### config.mk
export PLATFORM = sky130hd
export DESIGN_NAME = regfile_sb
export DESIGN_NICKNAME = d
export VERILOG_FILES = /design/src/rtl/regfile_sb.sv
export SDC_FILE = /design/constraint.sdc
export NUM_CORES = 2
export LEC_CHECK = 0
export CAP_MARGIN = 30
export CORE_AREA = 2 2 424 258
export CTS_CLUSTER_DIAMETER = 60
export DETAILED_ROUTE_END_ITERATION = 7
export DIE_AREA = 0 0 426 260
export PLACE_DENSITY = 0.78
export SYNTH_ARGS = -nofsm -noshare
export SYNTH_HDL_FRONTEND = slang
export SYNTH_SLANG_ARGS = --single-unit
### constraint.sdc
create_clock -name clk -period 8.86 [get_ports clk]
set_clock_uncertainty 0.05 [all_clocks]
set_input_delay 1.772 -clock clk [delete_from_list [all_inputs] [get_ports clk]]
set_output_delay 1.772 -clock clk [all_outputs]
set_load 0.02 [all_outputs]
### src/rtl/regfile_sb.sv
// ============================================================================
// regfile_sb : 2R/1W register file with write-back bypass and busy scoreboard
// Rev 1.0    : initial release
// ============================================================================
`default_nettype none

module regfile_sb #(
    parameter int DATA_W   = 32,
    parameter int ADDR_W   = 5,
    parameter int ZERO_REG = 1
) (
    input  logic              clk,
    input  logic              rst_n,
    input  logic [ADDR_W-1:0] ch1,
    output logic [DATA_W-1:0] data1,
    output logic              busy1,
    input  logic [ADDR_W-1:0] ch2,
    output logic [DATA_W-1:0] data2,
    output logic              busy2,
    input  logic              en3,
    input  logic [ADDR_W-1:0] ch3,
    input  logic [DATA_W-1:0] data3,
    input  logic              iss_en,
    input  logic [ADDR_W-1:0] iss_ch,
    input  logic              flush,
    output logic [ADDR_W:0]   busy_cnt
);

    localparam int c_DEPTH    = 1 << ADDR_W;
    localparam bit c_HAS_ZERO = (ZERO_REG != 0);

    logic [DATA_W-1:0]  r_regs [c_DEPTH];
    logic [c_DEPTH-1:0] r_busy;
    logic [ADDR_W:0]    r_busy_cnt;

    logic [c_DEPTH-1:0] w_busy_nxt;
    logic [ADDR_W:0]    w_busy_pop;
    logic               w_wr_ok;
    logic [ADDR_W-1:0]  w_rd_ch   [2];
    logic [DATA_W-1:0]  w_rd_data [2];
    logic               w_rd_busy [2];

    assign w_wr_ok = en3 && !(c_HAS_ZERO && (ch3 == '0));

    assign w_rd_ch[0] = ch1;
    assign w_rd_ch[1] = ch2;

    // A same-cycle write-back both supplies the data and satisfies the hazard.
    generate
        for (genvar p = 0; p < 2; p++) begin : g_rd_port
            logic w_is_zero;
            logic w_hit;

            assign w_is_zero    = c_HAS_ZERO && (w_rd_ch[p] == '0);
            assign w_hit        = en3 && (ch3 == w_rd_ch[p]);
            assign w_rd_data[p] = w_is_zero ? '0 :
                                  w_hit     ? data3 : r_regs[w_rd_ch[p]];
            assign w_rd_busy[p] = !w_is_zero && r_busy[w_rd_ch[p]] && !w_hit;
        end
    endgenerate

    assign data1    = w_rd_data[0];
    assign busy1    = w_rd_busy[0];
    assign data2    = w_rd_data[1];
    assign busy2    = w_rd_busy[1];
    assign busy_cnt = r_busy_cnt;

    // Issue outranks write-back: the newly issued producer is still pending.
    always_comb begin
        w_busy_nxt = r_busy;
        for (int i = 0; i < c_DEPTH; i++) begin
            if (flush) begin
                w_busy_nxt[i] = 1'b0;
            end else if (iss_en && (iss_ch == ADDR_W'(i))) begin
                w_busy_nxt[i] = 1'b1;
            end else if (en3 && (ch3 == ADDR_W'(i))) begin
                w_busy_nxt[i] = 1'b0;
            end
        end
        if (c_HAS_ZERO) begin
            w_busy_nxt[0] = 1'b0;
        end
    end

    always_comb begin
        w_busy_pop = '0;
        for (int i = 0; i < c_DEPTH; i++) begin
            w_busy_pop = w_busy_pop + {{ADDR_W{1'b0}}, w_busy_nxt[i]};
        end
    end

    always_ff @(posedge clk) begin
        if (!rst_n) begin
            r_busy     <= '0;
            r_busy_cnt <= '0;
            for (int i = 0; i < c_DEPTH; i++) begin
                r_regs[i] <= '0;
            end
        end else begin
            r_busy     <= w_busy_nxt;
            r_busy_cnt <= w_busy_pop;
            if (w_wr_ok) begin
                r_regs[ch3] <= data3;
            end
        end
    end

endmodule

`default_nettype wire

**Word-level counts from Yosys, hierarchy flattened**

Memories as Yosys holds them, arrays and structs flattened.
Cells that the tools add are included.

- Register bits: 38
- Bits in latches: 0
- RAM bits: 1024
- Bits in read-only memories: 0
- Output and inout port bits: 72
- Logic and storage cells: 286
- Memories: 1

Memories:

| memory | depth | width | rd ports | clocked after Yosys merged registers in | write ports | RTL line | RTL |
|---|---|---|---|---|---|---|---|
| r_regs | 32 | 32 | 2 | 0 | 32 | 32 | `logic [DATA_W-1:0] r_regs [c_DEPTH];` |

- $add $sub $neg: 30
- $mul: 0
- Div/mod/pow operators: 0
- $lt $le $gt $ge: 2
- Equality and inequality tests: 64
- Shift-type cells: 0
- Multiplexer cells: 108
- Bitwise logic cells: 0
- Reductions and logical operators: 78

Operator list:

| operator | number |
|---|---|
| $eq A5 B5 Y1 const B | 32 |
| $mux W32 | 5 |
| $add A6 B1 Y6 | 25 |
| $mux W1 | 100 |
| $eq A5 B4 Y1 const B | 16 |
| $logic_and A1 B1 Y1 | 69 |
| $eq A5 B3 Y1 const B | 8 |
| $reduce_or A32 Y1 | 1 |
| $eq A5 B2 Y1 const B | 4 |
| $logic_not A5 Y1 | 3 |
| $lt A5 B6 Y1 const B | 2 |
| $bmux W1 S5 | 2 |
| $eq A5 B1 Y1 const B | 2 |
| $eq A5 B5 Y1 | 2 |
| $add A5 B1 Y6 | 1 |
| $add A4 B1 Y5 | 1 |
| $logic_not A1 Y1 | 5 |
| $mux W5 | 1 |
| $add A3 B1 Y4 | 1 |
| $add A2 B1 Y3 | 1 |
| $add A1 B1 Y2 | 1 |

**Depth between registers and ports, before layout**

- Depth in word-level cells: 35
- Depth in mapped cells: 23

**Least setup slack after synthesis**

OpenSTA, ideal clock, no wires.

- Path kind: input -> register
- From: input en3
- To: register r_busy_cnt[4] (netlist: busy_cnt[4])
- Arrival time: 7.046 ns
- Data required time: 8.682 ns
- Slack: 1.637 ns
- Cell stages on the path: 20
- Cell sequence: clkbuf_1 or3b_2 clkbuf_1 o21ai_0 a21o_1 fa_1 fa_1 inv_1 fa_1 inv_1 fa_1 fa_1 fa_1 fa_1 fa_1 inv_1 a21o_1 a21oi_1 xor2_1 nor2_1

- Longest elaborated chain between the ends: 34
- Elaborated cells on any way between the ends: 154
- Those cells by class: add/sub: 30; mux: 93; reduce/logical: 31

Ends and longest elaborated chain:

| element | RTL line | RTL |
|---|---|---|
| start, declared | 20 | `input logic en3,` |
| $logic_and A1 B1 Y1 | 76 | `end else if (en3 && (ch3 == ADDR_W'(i))) begin` |
| $mux W1 | 76 |  |
| $mux W1 | 74 | `end else if (iss_en && (iss_ch == ADDR_W'(i))) begin` |
| $mux W1 | 72 | `if (flush) begin` |
| $add A1 B1 Y2 | 88 | `w_busy_pop = w_busy_pop + {{ADDR_W{1'b0}}, w_busy_nxt[i]};` |
| $add A2 B1 Y3 | 88 |  |
| $add A3 B1 Y4 | 88 |  |
| $add A4 B1 Y5 | 88 |  |
| $add A5 B1 Y6 | 88 |  |
| $add A6 B1 Y6 (24 in a row) | 88 |  |
| $add A6 B1 Y6 (*) | 88 |  |
| end signal, assigned | 101 | `r_busy_cnt <= w_busy_pop;` |
| end, declared | 34 | `logic [ADDR_W:0] r_busy_cnt;` |

Every way passes the cells marked *; elsewhere a longest branch is shown, timed or not.
A chain may end at the register's enable or synchronous reset.

**Worst setup path after layout**

- From: input ch3[2]
- To: output data1[11]

- Longest elaborated chain between the ends: 4

Ends and longest elaborated chain:

| element | RTL line | RTL |
|---|---|---|
| start, declared | 21 | `input logic [ADDR_W-1:0] ch3,` |
| $eq A5 B5 Y1 | 55 | `assign w_hit = en3 && (ch3 == w_rd_ch[p]);` |
| $logic_and A1 B1 Y1 | 55 |  |
| $mux W32 | 57 | `w_hit ? data3 : r_regs[w_rd_ch[p]];` |
| $mux W32 | 56 | `assign w_rd_data[p] = w_is_zero ? '0 :` |
| end, declared | 15 | `output logic [DATA_W-1:0] data1,` |

No other way between the ends.

==> results.json <==
{
  "rsz0062_at_grt": "no",
  "clkSlewWorstSetupHoldPaths_ps": 60,
  "critPathLaunch": "ch3[2]",
  "cts_sinks": 1061,
  "synth_edf_count": 1024,
  "routedWlPerCell_um": 35.5,
  "ir_drop_mv": 0.150,
  "multi_input_area_um2": 25300,
  "end_kind": "output pin",
  "die_h_um": 260,
  "dp_hpwl_um": 117000,
  "yosys_warnings": 0,
  "drv_cap": 0,
  "grt_start_max_net_pins": 85,
  "slew_headroom_pct": 26.9,
  "clk-insertion-delay-late_ps": 750,
  "dp.cells": 5341,
  "grt.overflow.total": 0,
  "start_util_pct": 54.7,
  "detail_route.iter0.violations": 7686,
  "start_kind": "input pin",
  "grt_antenna_before_repair": 8,
  "fin_tns_setup_ps": 0,
  "ys_seq_area_share_pct": 54.0,
  "synth_top_area_cell": "edfxtp_1",
  "synth.most_common_cell": "and2_1",
  "ff_latch_area_um2": 31500,
  "post_cts_resized": 0,
  "drc": 0,
  "synthToLayoutAreaGrowth_pct": 10.8,
  "min-delay-start": "r_busy[29]$_SDFF_PN0_",
  "cts_made_buffers": 99,
  "worst_slew_pin_slew_ps": 1100,
  "cp.required_ps": 7040,
  "fillers": 7816,
  "holdBufCountCts": 0,
  "ys_ff_latch": 1061,
  "synth.top_cell.area_share_pct": 52.7,
  "synth.area.top_cells": "edfxtp_1 53%, mux4_2 19%, and2_1 11%, mux2i_1 2.5%, clkbuf_1 1.7%",
  "fmax_ghz": 0.131,
  "slew_viol_final": 0,
  "vias": 39800,
  "final_cells": 5533,
  "final_antenna_net_count": 0,
  "synth-async-reset-ratio_pct": 0,
  "grt_usage_pct": 35.5,
  "finalCriticalPeriod_ps": 7640,
  "final.period_utilization_pct": 86.2,
  "via_per_inst": 7.19,
  "fin_nets": 4108,
  "final_util_pct": 60.6,
  "wl_um": 196000,
  "gp_congestion": 0.925,
  "fp-row-count": 93,
  "io_buffers": 128,
  "drt-pass1-iter-count": 8,
  "layout-drive-gt1-share_pct": 22.1,
  "power.leakage_nw": 22.0,
  "grt_pass1_wl_um": 278000,
  "cts_max_level": 3,
  "cts_tree": "built",
  "syn_avg_cell_area_um2": 14.5,
  "worstPathMaxFanout": 20,
  "post_cts_buffers": 0,
  "hold_class": "reg2reg",
  "finalSetupViolations": 0,
  "syn-cell-area_um2": 58300,
  "r2r_start": "r_busy[24]$_SDFF_PN0_",
  "dieArea_um2": 111000,
  "run_status": "finished, final reports clean",
  "io_pins": 129,
  "synthFlopType": "edfxtp_1",
  "core_area_um2": 107000,
  "worst-setup-path-type": "in2out",
  "root_buffer": "clkbuf_16",
  "synth_cells": 4022,
  "ctsLongestPathBuffers": 3,
  "synth_common_cells": "1,031 x and2_1, 1,024 x edfxtp_1, 482 x mux4_2",
  "hold_viol_final": 0,
  "first_global_vias": 39000,
  "worstPathArrival_ps": 5820,
  "fp.dieW_um": 426,
  "powerDensity_nw_per_um2": 182,
  "ys_types": 69
}
[report_power, final]
part	total, mW	switching [mW]	internal [mW]
registers	5.91	0.141	5.77
clock network	4.19	1.99	2.21
logic	1.66	0.981	0.678
[final cells by class]
class	instances	area share (%)
Clock inverter	60	0.664
Tap cell	1425	2.76
Sequential cell	1061	48.7
Antenna cell	11	0.0426
Clock buffer	117	4.00
Inverter	28	0.163
Timing Repair Buffer	295	4.44
Multi-Input combinational cell	2536	39.2
[worst max-delay path: stages]
cell,delay (ps)
clkdlybuf4s50_1,600
xor2_1,250
nor4_2,450
nand3_2,690
nor2_2,730
buf_4,350
a221o_1,310
clkdlybuf4s50_1,650
[metal layers]
| layer | vias to the layer above | part of all wire [%] | global-route usage [%] |
|---|---|---|---|
| li1 | 15400 | - | - |
| met1 | 19800 | 35 | 48.3 |
| met2 | 3983 | 42 | 49.5 |
| met3 | 662 | 18 | 15.4 |
| met4 | 8 | 4.9 | 15.8 |
| met5 | - | 0.059 | 0.556 |
[worst paths after layout]
| path | to | slack, ps | depth (start not counted) |
|---|---|---|---|
| max | data1[11] | 1220 | 8 |
| min | r_busy[29]$_SDFF_PN0_ | 600 | 3 |
| max reg2reg | busy_cnt[4]$_SDFF_PN0_ | 3460 | 17 |
| min reg2reg | r_busy[29]$_SDFF_PN0_ | 600 | 3 |
[per-stage QoR]
step / setup slack, ps / area (um2) / hold slack, ps / power, mW
after CTS: 1440 / 64500 / 606 / 11.7
after detailed placement: 809 / 61500 / 590 / 7.60
after global placement: 900 / 61200 / 584 / 7.55
after global routing: 1230 / 64600 / 649 / 12.0
after floorplan: 1640 / 58400 / 522 / 6.96
final: 1220 / 64600 / 602 / 11.8
[registers in the layout (all words and copies together) (netlist names)]
signal    count
r_regs     1024
busy_cnt      6
r_busy       31
[logic make-up (layout without fill, tap and decap cells)]
logic type / count (synthesis) / after routing / synth area share [%]
other: 1 / 43 / 0.00643
XOR/XNOR: 13 / 13 / 0.195
AND/OR/NAND/NOR: 1369 / 1369 / 14.0
multiplexers: 656 / 656 / 21.7
AO/OA/AOI/OAI: 436 / 436 / 5.36
buffers and inverters: 456 / 500 / 3.80
flip-flops: 1061 / 1061 / 54.0
adder cells (fa/ha/maj): 30 / 30 / 0.940
[cells in the final DEF (no fill, tap or decap), types with 21 or more instances in the layout]
master / instances
mux2_2: 28
o211ai_1: 24
dfxtp_1: 37
clkdlybuf4s50_1: 117
nand2_1: 66
edfxtp_1: 1024
nor2_4: 27
a221o_1: 32
clkinv_2: 21
nor2_1: 76
mux4_2: 482
fa_1: 23
inv_1: 25
a211oi_1: 86
a22oi_1: 62
o22ai_1: 41
and2_1: 1031
o21ai_0: 41
clkbuf_16: 101
conb_1: 32
mux2i_1: 143
a21oi_1: 39
nor2b_1: 38
nor3_1: 39
buf_4: 144
clkinv_1: 23
o21ai_4: 31
No activity file was read; power rests on OpenSTA's default activity.
